===== src/rtl/alu_add_and_cmp_unit.sv =====
// alu_add_and_cmp_unit
//   Registered integer ALU slice for the execute stage: ADD, AND, CMP.
//   Result and updated NZCV nibble appear one clock after the operands are
//   accepted. Flags are not stored here; the caller owns the flag register
//   and feeds it back through flag_in.
//
// Ports
//   clk        clock, rising edge
//   rst        synchronous active-high reset
//   in_valid   operands/op valid this cycle
//   op         00=ADD 01=AND 10=CMP 11=reserved
//   a, b       operands (two's complement, WIDTH bits)
//   s          set-flags enable for ADD/AND (CMP always sets flags)
//   flag_in    current flags {N,Z,C,V}
//   out_valid  registered: result/new_flag valid
//   result     registered operation result
//   wr_en      registered: result should be written back
//   new_flag   registered updated flags {N,Z,C,V}
//
// Build option
//   ALU_ADD_SAT_EN  when defined, ADD saturates on signed overflow
//                   (N/Z from saturated value, V set, C = raw carry).
module alu_add_and_cmp_unit #(
  parameter int WIDTH = 32
) (
  input  logic             clk,
  input  logic             rst,
  input  logic             in_valid,
  input  logic [1:0]       op,
  input  logic [WIDTH-1:0] a,
  input  logic [WIDTH-1:0] b,
  input  logic             s,
  input  logic [3:0]       flag_in,
  output logic             out_valid,
  output logic [WIDTH-1:0] result,
  output logic             wr_en,
  output logic [3:0]       new_flag
);

  localparam logic [1:0] OP_ADD = 2'b00;
  localparam logic [1:0] OP_AND = 2'b01;
  localparam logic [1:0] OP_CMP = 2'b10;

  localparam int M = WIDTH - 1;

  logic [WIDTH:0]   w_sum;
  logic [WIDTH:0]   w_diff;
  logic             w_add_v;
  logic             w_cmp_v;
  logic [WIDTH-1:0] w_add_res;
  logic [WIDTH-1:0] w_and_res;
  logic [WIDTH-1:0] w_result;
  logic             w_wr_en;
  logic [3:0]       w_flag;

  logic             r_out_valid;
  logic [WIDTH-1:0] r_result;
  logic             r_wr_en;
  logic [3:0]       r_new_flag;

  assign w_sum  = {1'b0, a} + {1'b0, b};
  // a - b as a + ~b + 1 so the top bit is the no-borrow carry
  assign w_diff = {1'b0, a} + {1'b0, ~b} + {{WIDTH{1'b0}}, 1'b1};

  assign w_add_v = (a[M] == b[M]) && (w_sum[M] != a[M]);
  assign w_cmp_v = (a[M] != b[M]) && (w_diff[M] != a[M]);

`ifdef ALU_ADD_SAT_EN
  // Overflow direction follows the (shared) operand sign
  always_comb begin
    w_add_res = w_sum[WIDTH-1:0];
    if (w_add_v)
      w_add_res = a[M] ? {1'b1, {(WIDTH-1){1'b0}}} : {1'b0, {(WIDTH-1){1'b1}}};
  end
`else
  assign w_add_res = w_sum[WIDTH-1:0];
`endif

  assign w_and_res = a & b;

  always_comb begin
    w_result = '0;
    w_wr_en  = 1'b0;
    w_flag   = flag_in;
    case (op)
      OP_ADD: begin
        w_result = w_add_res;
        w_wr_en  = 1'b1;
        if (s)
          w_flag = {w_add_res[M], (w_add_res == '0), w_sum[WIDTH], w_add_v};
      end
      OP_AND: begin
        w_result = w_and_res;
        w_wr_en  = 1'b1;
        if (s)
          w_flag = {w_and_res[M], (w_and_res == '0), flag_in[1:0]};
      end
      OP_CMP: begin
        w_flag = {w_diff[M], (w_diff[WIDTH-1:0] == '0), w_diff[WIDTH], w_cmp_v};
      end
      default: ; // reserved: valid, no writeback, zero result, flags pass through
    endcase
  end

  always_ff @(posedge clk) begin
    if (rst) begin
      r_out_valid <= 1'b0;
      r_wr_en     <= 1'b0;
      r_result    <= '0;
      r_new_flag  <= '0;
    end else if (in_valid) begin
      r_out_valid <= 1'b1;
      r_wr_en     <= w_wr_en;
      r_result    <= w_result;
      r_new_flag  <= w_flag;
    end else begin
      // idle: data outputs hold their last value
      r_out_valid <= 1'b0;
      r_wr_en     <= 1'b0;
    end
  end

  assign out_valid = r_out_valid;
  assign result    = r_result;
  assign wr_en     = r_wr_en;
  assign new_flag  = r_new_flag;

endmodule


===== config.mk =====
export PLATFORM = sky130hd
export DESIGN_NAME = alu_add_and_cmp_unit
export DESIGN_NICKNAME = d
export VERILOG_FILES = /design/src/rtl/alu_add_and_cmp_unit.sv
export SDC_FILE = /design/constraint.sdc
export NUM_CORES = 1
export LEC_CHECK = 0
export BUFFER_PORTS_ARGS = -buffer_cell sky130_fd_sc_hd__buf_4
export CAP_MARGIN = 20
export CORE_AREA = 3 3 126 128
export DETAILED_ROUTE_END_ITERATION = 10
export DIE_AREA = 0 0 129 131
export GPL_TIMING_DRIVEN = 0
export MAX_ROUTING_LAYER = met4
export PLACE_DENSITY = 0.6
export SETUP_SLACK_MARGIN = 0.2
export SLEW_MARGIN = 20
export SYNTH_ARGS = -nofsm -noshare
export SYNTH_HDL_FRONTEND = slang
export SYNTH_SLANG_ARGS = --single-unit

===== constraint.sdc =====
create_clock -name clk -period 4.65 [get_ports clk]
set_input_delay 0.465 -clock clk [delete_from_list [all_inputs] [get_ports clk]]
set_output_delay 0.465 -clock clk [all_outputs]
set_load 0.05 [all_outputs]

==> results.yml <==
run_status:
  status: "finished, final reports clean"
detailed_routing:
  drt.antenna.violating_nets: 0
  wl_met2_mm: 9.66
  via_per_inst: 6.04
  dr.pass1.iters: 5
  wl_per_cell_um: 19.0
  routed-via-count: 7003
  initialDrtViolationCount: 745
  wl_met1_mm: 10.2
  drc: 0
  highest-signal-layer: "met4"
  totalWireLength_mm: 22.0
  dr_wl_met3_mm: 1.64
layout:
  area_growth_syn_to_layout_pct: 20.9
  final_area_sq_um: 7170
  drive_above_1_share_pct: 15.1
  final_util_pct: 47.9
  diodes: 0
  nets: 1110
sta:
  fin_crit_ns: 3.96
  rsz0062_at_grt: "no"
  worst_slack_ns: 0.692
  hold_viol: 0
  setup_viol_count_final: 0
  finalCritPeriodShare_pct: 85.1
  drv_slew: 0
  tns_ns: 0
  max_clock_freq_ghz: 0.253
  slew_headroom_pct: 43.7
  clock-skew-final_ns: 0
  worstMarginPinSlew_ns: 0.835
setup_path:
  start_kind: "primary input"
  r2r-start: "new_flag[2]$_SDFFE_PP0P_"
  r2r_end: "new_flag[2]$_SDFFE_PP0P_"
  arrival_ns: 4.18
  worst-r2r-setup-slack_ns: 1.52
  crit_start: "b[1]"
  worst-setup-path-type: "primary input to flip-flop"
  end_kind: "flip-flop"
  crit_fanout: 5
  worst_ep_required_time_ns: 4.87
  r2r.worst_path.cells: 9
grt:
  grt_max_degree: 13
  grt_pass1_wl_mm: 33.8
  gr-total-overflow: 0
  antenna_found_initial: 0
  first_global_vias: 6178
  grt_util_all_layers_pct: 25.9
synth:
  synth_nets: 996
  synth_top_cell_area_share_pct: 13.5
  syn-instance-count: 857
  syn_area_per_cell_sq_um: 6.92
  synth_cell_type_count: 78
  syn_area_sq_um: 5930
  synth_common_cells: "86 x nand2_1, 75 x a21oi_1, 66 x inv_1"
  yosys.area.top_type: "ha_1"
  yosysSeqAreaShare_pct: 12.8
  ys_top_cells_by_area: "ha_1 13%, dfxtp_1 13%, a21oi_1 6.3%"
  ys.flop_type: "dfxtp_1"
  synth-edff-count: 0
  async_flop_share_pct: 0
  synth-seq-cells: 38
  yosysWarnings: 0
  yosysMostFrequentCell: "nand2_1"
die:
  io_pins: 112
  start_util_pct: 39.6
  die_w_um: 129
  die_y_um: 131
  fp-row-count: 45
  die_area_sq_um: 16900
  core_sq_um: 15000
worst_hold_path:
  hp-start: "result[9]$_SDFFE_PP0P_"
  hold_class: "flip-flop to flip-flop"
  whs_endpoint: "result[9]$_SDFFE_PP0P_"
  hold_path_depth: 2
clock_tree:
  cts_resized: 0
  cts_root_buf: "clkbuf_16"
  cts_tree: "yes"
  cts.sinks: 38
  numCtsBuffers: 5
  clock_path_buffers: 2
  cts.clk_slew.worst_paths_ns: 0.06
  clkLatencyLatePin_ns: 0.28
  cts-hold-fix-buffers: 0
  post-cts-setup-buffers: 0
  htreeDepth: 2
place:
  dpl-instance-area_sq_um: 6970
  dp_hpwl_mm: 18.4
  portBuffers: 107
  dp_slack_ns: 0.572
  gp_congestion: 0.936
flow_run:
  maxCapViolCount: 0
power:
  p_leak_nw: 3.07
  power_density_nw_per_um2: 235
  ir_worst_vdd_uv: 206
==> cells in the final DEF (no fill, tap or decap), types with 11 or more instances in the layout <==
master    Yosys  layout
nand4_1      14      14
a21oi_1      75      75
clkbuf_1     38      38
xnor2_1      29      29
inv_1        66      66
nor2b_1      15      15
a22o_1       11      11
o31ai_1      12      12
buf_4         1     108
o211ai_1     18      18
nor3_1       30      30
dfxtp_1      38      38
nor2_1       61      61
nor4_1       17      17
nand3_1      18      18
ha_1         64      64
o21ai_0      48      48
a31oi_1      13      13
nand2b_1     18      18
nand2_1      86      86
==> report_power, final <==
part	total [mW]	internal, mW	leakage [nW]	switching (mW)
clock	0.452	0.322	0.0971	0.131
sequential	0.353	0.343	0.310	0.0102
combinational	0.879	0.316	2.66	0.563
total	1.68	0.980	3.07	0.704
==> routing by layer <==
layer | vias to the layer above | global-route usage [%]
met1 | 3259 | 36.4
li1 | 3386 | -
met5 | - | -
met2 | 319 | 40.0
met3 | 39 | 2.32
met4 | 0 | 6.42
==> worst max path at each step <==
stage                                     to
finish              new_flag[2]$_SDFFE_PP0P_
global route        new_flag[2]$_SDFFE_PP0P_
CTS                 new_flag[2]$_SDFFE_PP0P_
detailed placement  new_flag[2]$_SDFFE_PP0P_
global placement    new_flag[2]$_SDFFE_PP0P_
floorplan           new_flag[2]$_SDFFE_PP0P_
==> final cells by class <==
class,instances,area (sq um)
fillers,1593,7800
multi-input cells,697,4690
repair buffers,107,803
flip-flops and latches,38,761
inverters,70,263
well taps,188,235
plain buffers,52,225
clock buffers,6,139
clock inverters,2,60.1
==> cells by family after synthesis <==
family,after synthesis,share of synthesized area (%)
mux,5,0.886
simple gates,311,26.7
fa+ha+maj,65,13.8
flops,38,12.8
xor+xnor,32,4.72
buf+inv,122,8.22
compound gates,284,32.8
==> metrics by stage <==
stage	power [mW]	std cells	hold WS, ns
floorplan	0.948	857	0.638
global placement	1.22	1152	0.450
CTS	1.67	1160	0.463
global route	1.78	1160	0.480
detailed placement	1.22	1152	0.455
finish	1.68	1160	0.459
==> critical path, stage by stage <==
cell and delay (ns):
buf_4 0.09, inv_1 0.05, ha_1 0.40, nor2b_1 0.35, nor3_1 0.10, o21ai_0 0.69
a31o_2 0.31, a31oi_1 0.13, a31oi_1 0.43, xnor2_1 0.18, nand3_1 0.19, nor4_1 0.58
a21o_1 0.22
==> registers in the layout, summed over array words and instances (netlist names) <==
| name | flops |
|---|---|
| result | 32 |
| new_flag | 4 |
| out_valid | 1 |
| wr_en | 1 |
Note: power is estimated with default switching activity, not from simulation.
